## src/rtl/seq_divider_pkg.sv

```systemverilog
// Shared definitions for the sequential restoring divider: state codes and width helpers.
package seq_divider_pkg;

    localparam int unsigned DefaultN = 4;

    typedef logic [1:0] state_t;

    localparam state_t StIdle = 2'd0;
    localparam state_t StBusy = 2'd1;
    localparam state_t StDone = 2'd2;

    // Step counter must hold 2N-1, one count per quotient bit.
    function automatic int unsigned cnt_width(input int unsigned n);
        return $clog2(2 * n);
    endfunction

    localparam int unsigned DefaultCntW = cnt_width(DefaultN);

endpackage

```

## src/rtl/seq_divider_if.sv

```systemverilog
// Request/response handshake bundle for seq_divider.
interface seq_divider_if #(
    parameter int unsigned N = seq_divider_pkg::DefaultN
);

    logic             in_valid;
    logic             in_ready;
    logic [2*N-1:0]   dividend;
    logic [N-1:0]     divisor;
    logic             out_valid;
    logic             out_ready;
    logic [2*N-1:0]   quotient;
    logic [N-1:0]     remainder;
    logic             div_by_zero;

    modport master (
        output in_valid, dividend, divisor, out_ready,
        input  in_ready, out_valid, quotient, remainder, div_by_zero
    );

    modport slave (
        input  in_valid, dividend, divisor, out_ready,
        output in_ready, out_valid, quotient, remainder, div_by_zero
    );

endinterface

```

## src/rtl/seq_divider_div_step.sv

```systemverilog
// One combinational restoring-division step: shift in the next dividend bit, trial-subtract.
module div_step
    import seq_divider_pkg::*;
#(
    parameter int unsigned N = DefaultN
) (
    input  logic [N-1:0]   r,
    input  logic [2*N-1:0] q,
    input  logic [N-1:0]   divisor,
    output logic [N-1:0]   r_next,
    output logic [2*N-1:0] q_next
);

    logic [N:0]   r_sh;
    logic [N-1:0] r_sub;
    logic         ge;

    // The stored remainder is always below the divisor, so the N+1-bit partial
    // remainder only needs its low N bits carried between steps.
    assign r_sh   = {r, q[2*N-1]};
    assign ge     = r_sh >= {1'b0, divisor};
    assign r_sub  = r_sh[N-1:0] - divisor;
    assign r_next = ge ? r_sub : r_sh[N-1:0];
    assign q_next = {q[2*N-2:0], ge};

endmodule

```

## src/rtl/seq_divider.sv

```systemverilog
// Iterative restoring divider: 2N-bit dividend / N-bit divisor, one quotient bit per clock.
module seq_divider
    import seq_divider_pkg::*;
#(
    parameter int unsigned N = DefaultN
) (
    input  logic          clk,
    input  logic          reset,
    seq_divider_if.slave  bus
);

    localparam int unsigned CntW = cnt_width(N);

    state_t           state_q, state_d;
    logic [2*N-1:0]   quot_q, quot_d;
    logic [N-1:0]     rem_q, rem_d;
    logic [N-1:0]     dvsr_q, dvsr_d;
    logic [CntW-1:0]  cnt_q, cnt_d;
    logic             dbz_q, dbz_d;
    logic [N-1:0]     step_r;
    logic [2*N-1:0]   step_q;

    div_step #(
        .N(N)
    ) u_step (
        .r       (rem_q),
        .q       (quot_q),
        .divisor (dvsr_q),
        .r_next  (step_r),
        .q_next  (step_q)
    );

    always_comb begin
        state_d = state_q;
        quot_d  = quot_q;
        rem_d   = rem_q;
        dvsr_d  = dvsr_q;
        cnt_d   = cnt_q;
        dbz_d   = dbz_q;
        unique case (state_q)
            StIdle: begin
                if (bus.in_valid) begin
                    dvsr_d = bus.divisor;
                    rem_d  = '0;
                    cnt_d  = CntW'(2 * N - 1);
                    if (bus.divisor == '0) begin
                        quot_d  = '1;
                        dbz_d   = 1'b1;
                        state_d = StDone;
                    end else begin
                        quot_d  = bus.dividend;
                        dbz_d   = 1'b0;
                        state_d = StBusy;
                    end
                end
            end
            StBusy: begin
                quot_d = step_q;
                rem_d  = step_r;
                cnt_d  = cnt_q - CntW'(1);
                if (cnt_q == '0) begin
                    state_d = StDone;
                end
            end
            StDone: begin
                if (bus.out_ready) begin
                    state_d = StIdle;
                end
            end
            default: state_d = StIdle;
        endcase
    end

    always_ff @(posedge clk) begin
        if (reset) begin
            state_q <= StIdle;
            quot_q  <= '0;
            rem_q   <= '0;
            dvsr_q  <= '0;
            cnt_q   <= '0;
            dbz_q   <= 1'b0;
        end else begin
            state_q <= state_d;
            quot_q  <= quot_d;
            rem_q   <= rem_d;
            dvsr_q  <= dvsr_d;
            cnt_q   <= cnt_d;
            dbz_q   <= dbz_d;
        end
    end

    assign bus.in_ready    = (state_q == StIdle);
    assign bus.out_valid   = (state_q == StDone);
    assign bus.quotient    = quot_q;
    assign bus.remainder   = rem_q;
    assign bus.div_by_zero = dbz_q;

endmodule

```

## src/flat_wrapper.sv

```systemverilog
// flat-port wrapper written by rule: the top's interface ports become plain ports
module seq_divider_flat import seq_divider_pkg::*;
#(
    parameter int unsigned N = DefaultN
)
  (clk, reset, bus_in_valid, bus_dividend, bus_divisor, bus_out_ready, bus_in_ready, bus_out_valid, bus_quotient, bus_remainder, bus_div_by_zero);
  seq_divider_if #(.N(N)) bus_i ();
  input  logic clk;
  input  logic reset;
  input wire logic [$bits(bus_i.in_valid)-1:0] bus_in_valid;
  input wire logic [$bits(bus_i.dividend)-1:0] bus_dividend;
  input wire logic [$bits(bus_i.divisor)-1:0] bus_divisor;
  input wire logic [$bits(bus_i.out_ready)-1:0] bus_out_ready;
  output wire logic [$bits(bus_i.in_ready)-1:0] bus_in_ready;
  output wire logic [$bits(bus_i.out_valid)-1:0] bus_out_valid;
  output wire logic [$bits(bus_i.quotient)-1:0] bus_quotient;
  output wire logic [$bits(bus_i.remainder)-1:0] bus_remainder;
  output wire logic [$bits(bus_i.div_by_zero)-1:0] bus_div_by_zero;
  assign bus_i.in_valid = bus_in_valid;
  assign bus_i.dividend = bus_dividend;
  assign bus_i.divisor = bus_divisor;
  assign bus_i.out_ready = bus_out_ready;
  assign bus_in_ready = bus_i.in_ready;
  assign bus_out_valid = bus_i.out_valid;
  assign bus_quotient = bus_i.quotient;
  assign bus_remainder = bus_i.remainder;
  assign bus_div_by_zero = bus_i.div_by_zero;
  seq_divider #(.N(N)) u_core (.clk(clk), .reset(reset), .bus(bus_i));
endmodule
```

## config.mk

```make
export PLATFORM = sky130hd
export DESIGN_NAME = seq_divider_flat
export DESIGN_NICKNAME = d
export VERILOG_FILES = /design/src/rtl/seq_divider_pkg.sv /design/src/rtl/seq_divider_if.sv /design/src/rtl/seq_divider_div_step.sv /design/src/rtl/seq_divider.sv /design/src/flat_wrapper.sv
export SDC_FILE = /design/constraint.sdc
export NUM_CORES = 1
export LEC_CHECK = 0
export CAP_MARGIN = 20
export CORE_UTILIZATION = 47
export CTS_CLUSTER_DIAMETER = 120
export DETAILED_ROUTE_END_ITERATION = 7
export PLACE_DENSITY_LB_ADDON = 0.05
export SLEW_MARGIN = 20
export SYNTH_ARGS = -nofsm -noshare
export SYNTH_HDL_FRONTEND = slang
export SYNTH_SLANG_ARGS = --single-unit
```

## constraint.sdc

```tcl
create_clock -name clk -period 2 [get_ports clk]
set_input_delay 0.2 -clock clk [delete_from_list [all_inputs] [get_ports clk]]
set_output_delay 0.2 -clock clk [all_outputs]
set_load 0.05 [all_outputs]
```

==> reports/qor.yml <==
min_path:
  whs_path_depth: 3
  min_from: "bus_dividend[1]"
  hold_path.class: "in -> reg"
  min_to: "u_core.bus.quotient[1]"
grt:
  use_met3: 0.0380
  grtUsageMet1: 0.292
  antenna_found_initial: 0
  grt_usage: 0.214
  grt_overflow_total: 0
  busiest_layer: "met2"
  grtUsageMet2: 0.321
  grt_max_degree: 14
  grt_pass1_vias: 957
  grt_pass1_wl_um: 4260
die:
  num_rows: 17
  initial_utilization: 0.516
  io_pins: 31
  fp.coreArea_sq_um: 2280
  die_h_um: 52.0
  die_area_sq_um: 2700
  die-width_um: 52.0
cts:
  clkSinkCount: 22
  cts_tree: "yes"
  cts_hold_buf: 0
  h-tree-depth: 1
  root_buffer: "clkbuf_4"
  postCtsSetupBuffers: 0
  cts_max_path_buffers: 2
  clkLatencyLatePin_ns: 0.31
  ctsResizeCount: 0
  cts_buffers: 3
  cts.clk_slew.worst_paths_ns: 0.13
layout:
  drive_gt1_frac: 0.0828
  antenna_cells: 0
  final_common_cell: "nor2_1"
  final_cells: 197
  fin_area_sq_um: 1540
  final_net_count: 193
  layout_common_cells: "nor2_1 (36), clkdlybuf4s50_1 (29), dfxtp_1 (21)"
  syn2layout_area_growth_pct: 31.0
drt:
  wirelength_um: 2530
  drt_iter0_drc: 26
  final_antenna_net_count: 0
  post_drt_wl_per_cell_um: 12.8
  drc_errors: 0
  firstDrtPassIters: 4
  num_vias: 1089
  routed_via_density: 5.53
power_and_ir_drop:
  ir_worst_vdd_uv: 564
  p_leak_uw: 0.000623
  powerDensity_nw_per_um2: 907
  power_uw: 1400
setup_path:
  rr_worst_depth: 6
  worstSetupStartpointType: "flip-flop"
  timing.rr.end: "u_core.bus.remainder[1]"
  crit_path_end_kind: "output port"
  r2r_start: "u_core.bus.quotient[7]"
  critPathArrivalTime_ns: 1.66
  crit_fanout: 9
  slowest_delay_ns: 0.81
  critPathSlowestCell: "clkdlybuf4s50_1"
  crit_type: "reg -> out"
  crit_path_cell_trace: "nor2_1 -> clkdlybuf4s50_1"
  reg2reg_slack_ns: 0.15
  critPathRequiredTime_ns: 1.80
synth:
  async_flop_share: 0
  seq_area_frac_synth: 0.375
  ys_warn_count: 0
  synth_top_flop_cell: "dfxtp_1"
  avgSynthCellArea_sq_um: 8.39
  synth_nets: 163
  netlist_area_sq_um: 1170
  synth-seq-cells: 22
  syn_inst: 140
  yosysUniqueCellTypes: 37
  synth_edf_count: 0
sta:
  fin_skew_ns: 0.0125
  fin_tns_setup_ns: 0
  worst_hold_slack_ns: 0.455
  max_slew_margin: 0.664
  finalSetupViolations: 0
  timing.final.crit_share: 0.932
  max_freq_mhz: 536
  slew_viol_final: 0
  grt_setup_unrepaired: "no"
  worst_pin_slew_ns: 0.499
  finalHoldViolCount: 0
  period_needed_ns: 1.86
run:
  max_cap_violations: 0
outcome:
  status: "finished clean"
placed_design:
  placed_area_sq_um: 1490
  detailed_place_hpwl_um: 1860
  gp_congestion: 0.936
  io_buffers: 30
  placed_cells: 193
critical path: cells and delay by family, from the launching register on:
| kind | cells | cell delay (ns) |
|---|---|---|
| buf+inv | 1 | 0.81 |
| flops | 1 | 0.42 |
| simple gates | 1 | 0.12 |
per-stage QoR:
stage,util,setup slack (ns)
CTS,0.676,0.127
global placement,0.653,0.222
detailed placement,0.653,0.170
finish,0.676,0.135
floorplan,-,0.0278
global route,0.676,0.0735
metal layers:
metal  share of wire  routed length [um]
met1            0.48                1210
met2            0.45                1140
met3           0.048                 122
met4           0.021                  52
met5               0                   0
kinds of logic after synthesis:
group,share of synthesized area
adders and majority gates,0.0809
AOI/OAI and AO/OA,0.173
muxes,0.0256
buffers and inverters,0.0607
DFF,0.375
and+or+nand+nor,0.278
xor gates and xnor gates,0.00746
cell usage after synthesis (2+ instances only):
cell type / instances / area [sq um]
nand3_1: 4 / 20.0
dfxtp_1: 22 / 440
nor2_1: 36 / 135
mux2i_1: 3 / 30.0
nor4_1: 8 / 50.1
o21ai_0: 3 / 15.0
a211oi_1: 3 / 22.5
nand2_1: 3 / 11.3
clkbuf_1: 2 / 7.51
nand2b_1: 2 / 12.5
nor2b_1: 5 / 31.3
a32o_1: 3 / 30.0
a21oi_1: 6 / 30.0
buf_2: 3 / 15.0
inv_1: 9 / 33.8
a21o_1: 2 / 15.0
ha_1: 6 / 75.1
report_power, final:
| group | switching (uW) | total (uW) | internal (uW) | leakage [uW] |
|---|---|---|---|---|
| Clock | 138 | 341 | 203 | 0.0000279 |
| Sequential | 40.9 | 528 | 487 | 0.000182 |
| Combinational | 307 | 528 | 221 | 0.000414 |
sequential cells by signal, indices dropped and copies added, names as in the netlist:
name	cells
u_core.dvsr_q	4
u_core.bus.remainder	4
u_core.bus.div_by_zero	1
u_core.cnt_q	3
u_core.state_q	2
u_core.bus.quotient	8
how the worst max path moves through the flow:
stage | end | start
after global routing | bus_in_ready | u_core.state_q[1]
after CTS | bus_in_ready | u_core.state_q[1]
after global placement | u_core.bus.remainder[3] | u_core.bus.quotient[7]
after detailed placement | u_core.bus.quotient[4] | bus_divisor[3]
after floorplan | u_core.bus.remainder[3] | u_core.bus.quotient[7]
final | bus_in_ready | u_core.state_q[0]
layout make-up:
class | instances | area, sq um
Timing Repair Buffer | 32 | 313
Multi-Input combinational cell | 102 | 663
Clock buffer | 3 | 22.5
Fill cell | 204 | 737
Inverter | 9 | 33.8
Sequential cell | 22 | 442
Clock inverter | 1 | 30.0
Tap cell | 28 | 35.0
Power figures use the tool's default switching activity.
